==> src/rtl/fpaddsub_norm_shift_pipe.sv <==
// Post-add normalizer: leading-zero count, coarse (x4) then fine left shift, exponent adjust.
// Optional NORM_DENORM_CLAMP_EN limits the shift to in_exp-1 so underflowing results stay denormal.
module fpaddsub_norm_shift_pipe #(
  parameter int EXP_W  = 8,
  parameter int MANT_W = 32
) (
  input  logic              clk,
  input  logic              rst,
  input  logic              in_valid,
  output logic              in_ready,
  input  logic [MANT_W-1:0] in_mant,
  input  logic [EXP_W-1:0]  in_exp,
  output logic              out_valid,
  input  logic              out_ready,
  output logic [MANT_W-1:0] out_mant,
  output logic [EXP_W-1:0]  out_exp,
  output logic [4:0]        out_shift,
  output logic              out_zero,
  output logic              out_uflow
);

  logic              advance;
  logic [4:0]        lzc_c;
  logic [4:0]        shift_c;
  logic              zero_c;
  logic              s3_uflow_c;

  logic              s1_valid_d, s1_valid_q;
  logic [MANT_W-1:0] s1_mant_d, s1_mant_q;
  logic [EXP_W-1:0]  s1_exp_d, s1_exp_q;
  logic [4:0]        s1_lzc_d, s1_lzc_q;
  logic [4:0]        s1_shift_d, s1_shift_q;
  logic              s1_zero_d, s1_zero_q;

  logic              s2_valid_d, s2_valid_q;
  logic [MANT_W-1:0] s2_mant_d, s2_mant_q;
  logic [EXP_W-1:0]  s2_exp_d, s2_exp_q;
  logic [4:0]        s2_lzc_d, s2_lzc_q;
  logic [4:0]        s2_shift_d, s2_shift_q;
  logic              s2_zero_d, s2_zero_q;

  logic              out_valid_d, out_valid_q;
  logic [MANT_W-1:0] out_mant_d, out_mant_q;
  logic [EXP_W-1:0]  out_exp_d, out_exp_q;
  logic [4:0]        out_shift_d, out_shift_q;
  logic              out_zero_d, out_zero_q;
  logic              out_uflow_d, out_uflow_q;

  assign advance  = !out_valid_q || out_ready;
  assign in_ready = advance;

  // Ascending scan: the last hit is the most significant set bit.
  always_comb begin
    lzc_c  = 5'd0;
    zero_c = (in_mant == '0);
    for (int i = 0; i < MANT_W; i++) begin
      if (in_mant[i]) lzc_c = 5'(MANT_W - 1 - i);
    end
    shift_c = lzc_c;
`ifdef NORM_DENORM_CLAMP_EN
    if (!zero_c && (in_exp <= EXP_W'(lzc_c))) begin
      shift_c = (in_exp == '0) ? 5'd0 : (in_exp[4:0] - 5'd1);
    end
`else
`endif
  end

  assign s3_uflow_c = !s2_zero_q && (s2_exp_q <= EXP_W'(s2_lzc_q));

  always_comb begin
    s1_valid_d  = s1_valid_q;
    s1_mant_d   = s1_mant_q;
    s1_exp_d    = s1_exp_q;
    s1_lzc_d    = s1_lzc_q;
    s1_shift_d  = s1_shift_q;
    s1_zero_d   = s1_zero_q;
    s2_valid_d  = s2_valid_q;
    s2_mant_d   = s2_mant_q;
    s2_exp_d    = s2_exp_q;
    s2_lzc_d    = s2_lzc_q;
    s2_shift_d  = s2_shift_q;
    s2_zero_d   = s2_zero_q;
    out_valid_d = out_valid_q;
    out_mant_d  = out_mant_q;
    out_exp_d   = out_exp_q;
    out_shift_d = out_shift_q;
    out_zero_d  = out_zero_q;
    out_uflow_d = out_uflow_q;
    if (advance) begin
      s1_valid_d  = in_valid;
      s1_mant_d   = in_mant;
      s1_exp_d    = in_exp;
      s1_lzc_d    = lzc_c;
      s1_shift_d  = shift_c;
      s1_zero_d   = zero_c;

      s2_valid_d  = s1_valid_q;
      s2_mant_d   = s1_mant_q << {s1_shift_q[4:2], 2'b00};
      s2_exp_d    = s1_exp_q;
      s2_lzc_d    = s1_lzc_q;
      s2_shift_d  = s1_shift_q;
      s2_zero_d   = s1_zero_q;

      out_valid_d = s2_valid_q;
      out_zero_d  = s2_zero_q;
      out_uflow_d = s3_uflow_c;
      out_mant_d  = s2_zero_q ? '0 : (s2_mant_q << s2_shift_q[1:0]);
      out_shift_d = s2_zero_q ? 5'd0 : s2_shift_q;
      // Compare-before-subtract keeps the unsigned exponent from wrapping.
      out_exp_d   = (s2_zero_q || s3_uflow_c) ? '0 : (s2_exp_q - EXP_W'(s2_lzc_q));
    end
  end

  always_ff @(posedge clk) begin
    if (rst) begin
      s1_valid_q  <= 1'b0;
      s1_mant_q   <= '0;
      s1_exp_q    <= '0;
      s1_lzc_q    <= '0;
      s1_shift_q  <= '0;
      s1_zero_q   <= 1'b0;
      s2_valid_q  <= 1'b0;
      s2_mant_q   <= '0;
      s2_exp_q    <= '0;
      s2_lzc_q    <= '0;
      s2_shift_q  <= '0;
      s2_zero_q   <= 1'b0;
      out_valid_q <= 1'b0;
      out_mant_q  <= '0;
      out_exp_q   <= '0;
      out_shift_q <= '0;
      out_zero_q  <= 1'b0;
      out_uflow_q <= 1'b0;
    end else begin
      s1_valid_q  <= s1_valid_d;
      s1_mant_q   <= s1_mant_d;
      s1_exp_q    <= s1_exp_d;
      s1_lzc_q    <= s1_lzc_d;
      s1_shift_q  <= s1_shift_d;
      s1_zero_q   <= s1_zero_d;
      s2_valid_q  <= s2_valid_d;
      s2_mant_q   <= s2_mant_d;
      s2_exp_q    <= s2_exp_d;
      s2_lzc_q    <= s2_lzc_d;
      s2_shift_q  <= s2_shift_d;
      s2_zero_q   <= s2_zero_d;
      out_valid_q <= out_valid_d;
      out_mant_q  <= out_mant_d;
      out_exp_q   <= out_exp_d;
      out_shift_q <= out_shift_d;
      out_zero_q  <= out_zero_d;
      out_uflow_q <= out_uflow_d;
    end
  end

  assign out_valid = out_valid_q;
  assign out_mant  = out_mant_q;
  assign out_exp   = out_exp_q;
  assign out_shift = out_shift_q;
  assign out_zero  = out_zero_q;
  assign out_uflow = out_uflow_q;

endmodule

==> config.mk <==
export PLATFORM = sky130hd
export DESIGN_NAME = fpaddsub_norm_shift_pipe
export DESIGN_NICKNAME = d
export VERILOG_FILES = /design/src/rtl/fpaddsub_norm_shift_pipe.sv
export SDC_FILE = /design/constraint.sdc
export NUM_CORES = 1
export LEC_CHECK = 0
export CORE_ASPECT_RATIO = 2
export CORE_MARGIN = 2
export CORE_UTILIZATION = 64
export DETAILED_ROUTE_END_ITERATION = 16
export DONT_BUFFER_PORTS = 1
export PLACE_DENSITY = 0.82
export SYNTH_ARGS = -nofsm -noshare
export SYNTH_HDL_FRONTEND = slang
export SYNTH_SLANG_ARGS = --single-unit
==> constraint.sdc <==
create_clock -name clk -period 2.7 [get_ports clk]
set_input_delay 0.405 -clock clk [delete_from_list [all_inputs] [get_ports clk]]
set_output_delay 0.405 -clock clk [all_outputs]
set_load 0.1 [all_outputs]
# == Word-level counts from Yosys, hierarchy flattened ==
# Index checks and enable logic that the tools add are counted.
# totals
reg_bits,142
input_bits,44
out_inout_bits,49
elab_cells,61
# classes
n_addsub,1
n_lt_le_gt_ge,1
shifts,2
n_mux,35
n_reduce_logical,6
# ops
op,n
5-bit 2-to-1 mux,33
32-bit zero test,1
32-bit 2-to-1 mux,1
32-bit by 2-bit left shift with 32-bit output,1
32-bit by 5-bit left shift with 32-bit output,1
8-bit by 5-bit less-or-equal comparator with 1-bit output,1
8-bit 2-to-1 mux,1
8-bit by 5-bit subtractor with 8-bit output,1
1-bit zero test,2
1-bit logical OR,2
1-bit logical AND,1

# == Depth between registers and ports, before layout ==
# depth
depth_word,32
ltp_mapped,9
mapped_depth_nobuf,9

# == Worst setup path before layout ==
# Ideal clock, no wire load.
# synth_path
kind,register to output
start,reg out_valid_q (netlist: out_valid)
end,out in_ready
arrival_ps,2198
t_required_ps,2295
setup_slack_ps,97
stages_incl_launch_ff,5
n_path_buf,2
cell_sequence,dfxtp_1 -> nor2b_1 -> clkbuf_2 -> inv_1 -> clkbuf_1
# synth_between
elab_chain_len,2
# synth_rtl
item,line,source
"start, declared",42,"logic out_valid_d, out_valid_q;"
"start signal, assigned",147,out_valid_q <= out_valid_d;
1-bit zero test,49,assign advance = !out_valid_q || out_ready;
1-bit logical OR,49,
"end, declared",10,"output logic in_ready,"
# Every way passes these cells.

# == Worst setup path after layout ==
# Ends and elaborated chain as after synthesis.

==> results.tsv <==
metric	value	unit
globalplace.congestion	0.8735	
rsz0062_at_grt	no	
multi_input_area	0.003762	mm^2
cts.repair.resized	0	
grt-ovfl-total	0	
cts_tree	yes	
wl_per_cell	19.44	um
worst-path-stages	3	
rows	53	
ys_async_sr_fraction	0	
synth_edf_count	0	
grt_pass1_vias	5785	
startpoint_type	flop	
drcViolationCount	0	
cp_slowest_cell	clkinv_2	
vias	6018	
use_met3	0.06615	
first_pass_iters	5	
hold_viol_final	0	
cp_data_required_time	2.30	ns
insertion_delay	0.42	ns
fin_nets	812	
end_kind	output port	
power.total	5.536	mW
synthFlopType	dfxtp_1	
ys_types	60	
grt_usage	0.3106	
synth.largest_area_cell	dfxtp_1	
synth_area_leaders	dfxtp_1 (41%), mux4_2 (14%), nand2_1 (8.5%)	
outcome	finished clean	
syn-instance-count	783	
path_max_fanout	33	
path_clk_slew	0.06	ns
maxCapViolCount	0	
cts.sinks	142	
ys.warnings.count	0	
dp_cells	880	
ff_latch_area	0.002844	mm^2
pwr_density_cell	721.4	mW/mm^2
final_antenna_net_count	0	
wl	17.73	mm
routed_via_density	6.599	
h-tree-depth	4	
crit_family	buffers and inverters	
yosysSeqAreaShare	0.4089	
max_stage_delay	0.41	ns
synth.most_common_cell	nand2_1	
max_freq	462.2	MHz
drive_gt1_frac	0.1510	
maxSlewViolCount	0	
hp-class	input pin to flop	
cp_data_arrival_time	1.76	ns
slew_headroom	0.1505	
hold_depth	1	
placed_area	0.007017	mm^2
ys_top_cells_by_count	nand2_1 (157), dfxtp_1 (142), nor2_1 (82)	
fin_cells	912	
skew	0.009269	ns
start_util	0.6594	
fill_cells	742	
die_height	151.4	um
synth_top_cell_area_share	0.4089	
tns	0	ns
design_area	0.007675	mm^2
syn_avg_cell_area	8.880	um^2
antenna_cells	0	
grt-busiest-layer	met2	
crit_chain	nor2b_4 -> clkinv_2 -> buf_12	
hpwl	12.35	mm
syn_area	0.006953	mm^2
critPathBufInv	2	
grt_pass1_wl	28.32	mm
portBuffers	0	
leakagePower	2.784	nW
finalSetupViolations	0	
drtIter0Drc	552	
grt_use_met2	0.5422	
path_class	flop to output port	
global_route.usage.met1	0.3457	
grt_max_degree	127	
die_w	77.70	um
period_needed	2.163	ns
hold_buffers	0	
fin_crit_sh	0.8013	
ys_ff_latch	142	
antenna_found_initial	0	
ioPinCount	93	
core	0.01054	mm^2
worst_slew_pin_slew	1.273	ns
post_cts_buffers	0	
cts_buffer_depth	2	
rr_worst_depth	9	
die_area	0.01176	mm^2
synth_nets	833	
cts_buffers	17	
ir_worst_vdd	576.8	uV
syn_to_final_growth	10.38	%
cts-root-buf	clkbuf_16	
## sequential cells by signal, indices dropped and copies added, names as in the netlist, 5 cells and up
signal      count
out_mant       32
s1_mant_q      32
s2_mant_q      32
out_exp         8
s1_exp_q        8
s2_exp_q        8
out_shift       5
s1_shift_q      5
s2_shift_q      5
## layout make-up
cell class / instances / share of cell area
clock buffer: 22 / 0.06179
sequential: 142 / 0.3706
tap: 137 / 0.02233
clock inverter: 10 / 0.02396
inverter: 14 / 0.007010
timing repair buffer: 23 / 0.02413
multi-input combinational: 564 / 0.4902
## power breakdown
group	total [mW]	internal, mW	switching (mW)
Combinational	0.484	0.212	0.272
Sequential	2.48	2.20	0.284
Clock	2.57	1.71	0.857
Total	5.54	4.12	1.41
## metrics by stage
| stage | hold WS [ns] | worst slack (ns) | utilization |
|---|---|---|---|
| 5_1_grt | 0.04607 | 0.4485 | 0.7279 |
| 2_1_floorplan | 0.4249 | 0.09660 | - |
| 6_report | 0.05932 | 0.5366 | 0.7279 |
| 4_1_cts | 0.04034 | 0.5351 | 0.7279 |
| 3_5_place_dp | 0.4385 | 0.6484 | 0.6655 |
| 3_3_place_gp | 0.4343 | 0.6903 | 0.6655 |
## final timing paths
check	start	end	slack, ns
max	out_valid	in_ready	0.54
min	rst	s1_exp_q[3]	0.06
max reg2reg	s2_exp_q[0]	out_exp[6]	0.61
min reg2reg	s1_valid_q	s1_valid_q	0.45
## cells in the final DEF, fill, tap and decap left out, types with 4 or more instances in the layout
cell and n:
buf_4 22, nor4_1 8, mux2_2 8, mux2i_1 10
a21oi_1 77, nor3_1 14, nor2_1 81, a22oi_1 51
dfxtp_1 141, nand2_1 157, clkbuf_16 17, a31oi_1 12
a221oi_1 5, a211oi_1 5, o21ai_0 34, ha_1 5
inv_1 12, bufinv_16 5, mux4_2 42, nand3_1 4
## metal layers
metal,vias up,routed length (um)
met4,0,820
li1,2774,-
met3,61,1075
met1,2895,6504
met5,-,0
met2,288,9324
## kinds of logic after synthesis
kind of cell               share of synthesized area
AOI/OAI and AO/OA                             0.1886
xor gates and xnor gates                    0.005040
adders and majority gates                    0.01188
buffers and inverters                        0.05147
DFF                                           0.4089
muxes                                         0.1634
and+or+nand+nor                               0.1708
(Power assumes the default switching activity.)
==> variant 1: new RTL, same flow settings <==
Build with the macro `NORM_DENORM_CLAMP_EN` defined.
--- a/src/rtl/fpaddsub_norm_shift_pipe.sv
+++ b/src/rtl/fpaddsub_norm_shift_pipe.sv
@@ -1,4 +1,6 @@
 // Post-add normalizer: leading-zero count, coarse (x4) then fine left shift, exponent adjust.
 // Optional NORM_DENORM_CLAMP_EN limits the shift to in_exp-1 so underflowing results stay denormal.
+`define NORM_DENORM_CLAMP_EN
+
 module fpaddsub_norm_shift_pipe #(
   parameter int EXP_W  = 8,
Formal check against the unedited RTL: not equivalent (Yosys sat finds a counterexample within 4 cycles, from zero or initial values and one cycle with rst high).
==> variant 1 against the original RTL <==
- final area is 10% higher
- power rose by 4.8%
- non-clock buffer count increased by 15
- synthesized cell count grew 9.7%
- wire length rose by 6.5%
- clock skew is 1.2 ps lower
- area after synthesis increased by 9.6%
- worst setup slack lost 440 ps
- sequential cell count grew 10
- largest cell class unchanged
- largest power group is now sequential cells
- highest routed layer unchanged
==> variant 1: results (changes against the original RTL) <==
| Metric | Value |
|---|---|
| Status | `finished, final reports clean` |
| Post-Synth XOR/XNOR Area | `0.690% (+0.19 points)` |
| First-pass GRT wire length | `30.1 mm (+6.2%)` |
| Post-Synth Adder-Cell Area | `2.07% (+0.88 points)` |
| GR Layer Usage met2 | `53.8% (-0.47 points)` |
| GP Congestion | `0.928 (+6.2%)` |
| M1 GR Usage | `34.7% (+0.16 points)` |
| Crit path from | `in_mant[24]` |
| Mux share of post-synthesis cell area | `15.8% (-0.57 points)` |
| Synth unique cells | `61 (+1.7%)` |
| Design Power | `0.00580 W (+4.8%)` |
| Hold path endpoint | `s1_shift_q[1]$_SDFFE_PP0P_` |
| Grt met3 use | `5.56% (-1.1 points)` |
| Reg2reg path depth | `10 (+1)` |
| Hold WS | `61.8 ps (+2.48 ps)` |
| Combinational share of power | `9.7% (+1.0 points)` |
| DR WL/cell | `18.8 µm (-3.4%)` |
| Post-synthesis sequential area ratio | `39.9% (-0.94 points)` |
| CLK BUF | `21 (-4.5%)` |
| Compound-cell area share of the yosys netlist | `18.1% (-0.78 points)` |
| First-pass detailed-route iteration total | `6 (+1)` |
| Syn Nets | `915 (+9.8%)` |
| Largest family of logic cells by synthesized area | `simple AND/OR/NAND/NOR gates` |
| Initial DRC Count | `582 (+5.4%)` |
| Setup crit end | `s1_shift_q[4]$_SDFFE_PP0P_` |
| Crit Path Max Fanout | `4 (-88%)` |
| Met3 Wirelength | `977 µm (-9.1%)` |
| Multi-input gate count | `616 (+9.2%)` |
| Non-CTS buffers | `38 (+65%)` |
| Slowest CP cell | `a211oi_1` |
| Worst vdd ir | `0.609 mV (+5.6%)` |
| Seq. cell area | `0.00304 mm² (+7.0%)` |
| Clock Skews | `8.06 ps (-1.21 ps)` |
| WL met2 | `10.1 mm (+8.0%)` |
| Top post-synthesis cells by area | `dfxtp_1 40%, mux4_2 12%, nand2_1 7.7%, a21oi_1 6.4%, a22oi_1 5.6%` |
| Vias in the first global route | `6,133 (+6.0%)` |
| Critical R2R Capture | `out_exp[2]$_SDFFE_PP0P_` |
| Number of nets in the layout | `904 (+11%)` |
| Final HPWL DP | `13.1 mm (+6.0%)` |
| Slew headroom | `31.4% (+16 points)` |
| Share of layout cells above drive strength 1 | `15.2% (+0.12 points)` |
| Seq cells post-synth | `152 (+7.0%)` |
| FILL cells | `841 (+13%)` |
| P_int | `0.00426 W (+3.4%)` |
| Post-synth top area share | `39.9% (-0.94 points)` |
| Footprint of the multi-input gates | `0.00419 mm² (+11%)` |
| ClkCell Share | `7.52% (-1.1 points)` |
==> variant 1: cell count changes after synthesis, sizes merged, moves of 8 or more <==
cell	change
dfxtp	+10
a31oi	-11
nor4	+8
a211oi	+13
mux2i	+11
a21oi	+19
buf	-18
nor3	-9
nor2	+11
clkbuf	+23
o21ai	-20
inv	+10
==> variant 1: metrics by stage <==
step	setup WS, ps	cell area, µm²
after global routing	12.7	8460
after detailed placement	-337	7820
after floorplan	-34.4	7630
after global placement	-217	7820
final	97.0	8460
after CTS	93.1	8460
==> variant 1: what timing repair did <==
action                                 4_1_cts  5_1_grt
buffers inserted                             0        1
hold buffers                                 0        0
gates resized for setup                      0        0
endpoints found under the hold margin        0        0
setup endpoints to repair                    0        4
==> variant 1: worst max-delay path: cells and delay by family <==
kind / cells / cell delay (ps)
buffers and inverters: 1 / 90
adders and majority gates: 1 / 230
AOI/OAI and AO/OA: 6 / 1370
and+or+nand+nor: 4 / 830
==> variant 2: new RTL, config.mk and constraints unchanged <==
Without the edit above. Make the reset (`rst`) asynchronous in one clocked block.
--- a/src/rtl/fpaddsub_norm_shift_pipe.sv
+++ b/src/rtl/fpaddsub_norm_shift_pipe.sv
@@ -112,5 +112,5 @@
   end
 
-  always_ff @(posedge clk) begin
+  always_ff @(posedge clk or posedge rst) begin
     if (rst) begin
       s1_valid_q  <= 1'b0;
Check against the original RTL: differs if rst is asserted again (counterexample within 4 cycles, from zero or initial values and one cycle with rst high); with rst held inactive, the same outputs for 4 cycles.
==> variant 2 against the original RTL <==
- wire length decreased by 0.58%
- worst setup slack got worse by 160 ps
- sequential cell count unchanged
- area after synthesis increased by 4.4%
- non-clock buffer count decreased by 6
- sequential share of layout area increased by 7.5 points
- synthesized cell count decreased by 8.3%
- first-iteration DRC count decreased by 21%
- utilization decreased by 1.6 points
- final area increased by 4.1%
- hold slack improved by 34 ps
- clock skew increased by 1.1 ps
Power is not compared: it rests on default switching activity, and its combinational part moved more than twofold at a synthesized area within 25%.
==> variant 2: results (changes against the original RTL) <==
| Metric | Value |
|---|---|
| Status | `finished, final reports clean` |
| Mux share of post-synthesis cell area | `13.5% (-2.8 points)` |
| Top post-synthesis cells by area | `dfrtp_1 49%, nand2_1 10%, mux4_2 9.6%, a22o_1 4.9%, mux2i_1 3.3%` |
| CTS H-tree lvls | `4 (unchanged)` |
| Post-Synthesis Cells | `718 (-8.3%)` |
| Hold_sp | `in_mant[15]` |
| Post-synthesis sequential area ratio | `48.9% (+8.1 points)` |
| Hold WS | `93.7 ps (+34.4 ps)` |
| Largest net degree at the start of global routing | `80 (-37%)` |
| Dpl cells | `825 (-6.3%)` |
| Vias in the first global route | `5,613 (-3.0%)` |
| Hold path endpoint | `s1_mant_q[15]$_DFFE_PP0P_` |
| Crit path from | `s2_exp_q[0]$_DFFE_PP0P_` |
| First-pass GRT wire length | `28.8 mm (+1.7%)` |
| Pre-CTS setup slack | `457 ps (-192 ps)` |
| Worst Hold Depth | `2 (+1)` |
| YS warnings | `0 (unchanged)` |
| Post-CTS setup buffer count | `0 (unchanged)` |
| Hold Path Class | `input pin to flip-flop` |
| EDFF count, synth | `0 (unchanged)` |
| Slowest CP cell | `fa_1` |
| Cell Area, Placed | `0.00739 mm² (+5.3%)` |
| Fmax | `0.431 GHz (-6.8%)` |
| Number of nets in the layout | `753 (-7.3%)` |
| Most common cell in the synthesized netlist | `nand2_1` |
| Root buf cell | `clkbuf_16` |
| Critical path arrival | `2600 ps (+840 ps)` |
| Die area | `0.0123 mm² (+4.3%)` |
| Cts hold-fix bufs | `1 (+1)` |
| Slew headroom | `37.3% (+22 points)` |
| Ant diodes | `0 (unchanged)` |
| Clock Skews | `10.4 ps (+1.12 ps)` |
| Synth unique cells | `49 (-18%)` |
| Drt total wl | `17.6 mm (-0.58%)` |
| Compound-cell area share of the yosys netlist | `15.3% (-3.5 points)` |
| Setup crit end | `out_exp[0]$_DFFE_PP0P_` |
| Commonest cells post-synth | `198 x nand2_1, 142 x dfrtp_1, 47 x o21ai_0` |
| Max clock buf depth | `2 (unchanged)` |
| Crit path largest cell delay | `440 ps (+30 ps)` |
| Top delay family on crit path | `compound AO/OA/AOI/OAI gates` |
| Initial DRC Count | `438 (-21%)` |
| Initial antenna violation count | `0 (unchanged)` |
| Crit Path Max Fanout | `5 (-85%)` |
| # port buffers | `0 (unchanged)` |
| Share of layout cells above drive strength 1 | `13.1% (-2.0 points)` |
| Reg2reg path depth | `9 (unchanged)` |
| Syn Nets | `768 (-7.8%)` |
| Inserted Clock Buffers | `17 (unchanged)` |
| Post-Synth XOR/XNOR Area | `0.603% (+0.099 points)` |
| Leakage power total | `between 3 and 4 nW` |
| Gr usage total | `30.7% (-0.33 points)` |
| Synth async-reset ratio | `100% (+100 points)` |
| Post-route insts no fill | `858 (-5.9%)` |
| Reg clk slew, reported paths | `60 ps (about the same)` |
| GP Congestion | `0.915 (+4.8%)` |
| R2r setup slk | `380 ps (-230 ps)` |
| Final HPWL DP | `12.7 mm (+2.7%)` |
| FILL cells | `778 (+4.9%)` |
| Via count | `5,534 (-8.0%)` |
| Post-Synth Adder-Cell Area | `1.14% (-0.050 points)` |
-- variant 2: cell types whose count changed after synthesis, moves of 8 or more --
cell	unedited run	this run
dfrtp_1	0	142
a21oi_1	77	18
dfxtp_1	142	0
o31ai_1	2	10
mux2i_1	10	24
a22oi_1	51	4
nor2_1	82	28
o21ai_0	34	47
a31oi_1	12	0
mux4_2	42	31
a211oi_1	5	18
a22o_1	1	41
nand2_1	157	198
-- variant 2: area by class of cell --
class	instances	area [µm²]	share of cell area (%)
clock buffers	20	447	5.59
clock inverters	12	138	1.72
inverters	16	63.8	0.799
multi-input cells	509	3440	43.1
flip-flops and latches	142	3550	44.5
well taps	142	178	2.22
repair buffers	17	168	2.10
-- variant 2: routing by layer --
| metal | share of wire (%) | wire length (µm) | track usage (%) | vias to the layer above |
|---|---|---|---|---|
| met3 | 4.3 | 761 | 5.48 | 46 |
| met4 | 4.1 | 714 | 15.3 | 0 |
| met5 | 0 | 0 | 0 | - |
| li1 | - | - | - | 2529 |
| met1 | 36 | 6360 | 34.8 | 2742 |
| met2 | 56 | 9790 | 54.6 | 217 |
-- variant 2: worst register-to-register path: stages (launching register included) --
cell and delay (ps):
dfrtp_1 350, inv_1 70, ha_1 160, inv_1 60, fa_1 440, a211oi_1 240, o21ai_0 210, a211oi_2 300
nand2b_1 220, o21ai_0 130
-- variant 2: where the power goes --
| part | internal (W) | switching [W] | leakage [nW] | total [W] |
|---|---|---|---|---|
| sequential | 0.00280 | 0.00300 | 1.75 | 0.00580 |
| combinational | 0.00127 | 0.00134 | 1.46 | 0.00262 |
| clock | 0.00139 | 0.000904 | 0.281 | 0.00230 |
| total | 0.00546 | 0.00525 | 3.49 | 0.0107 |
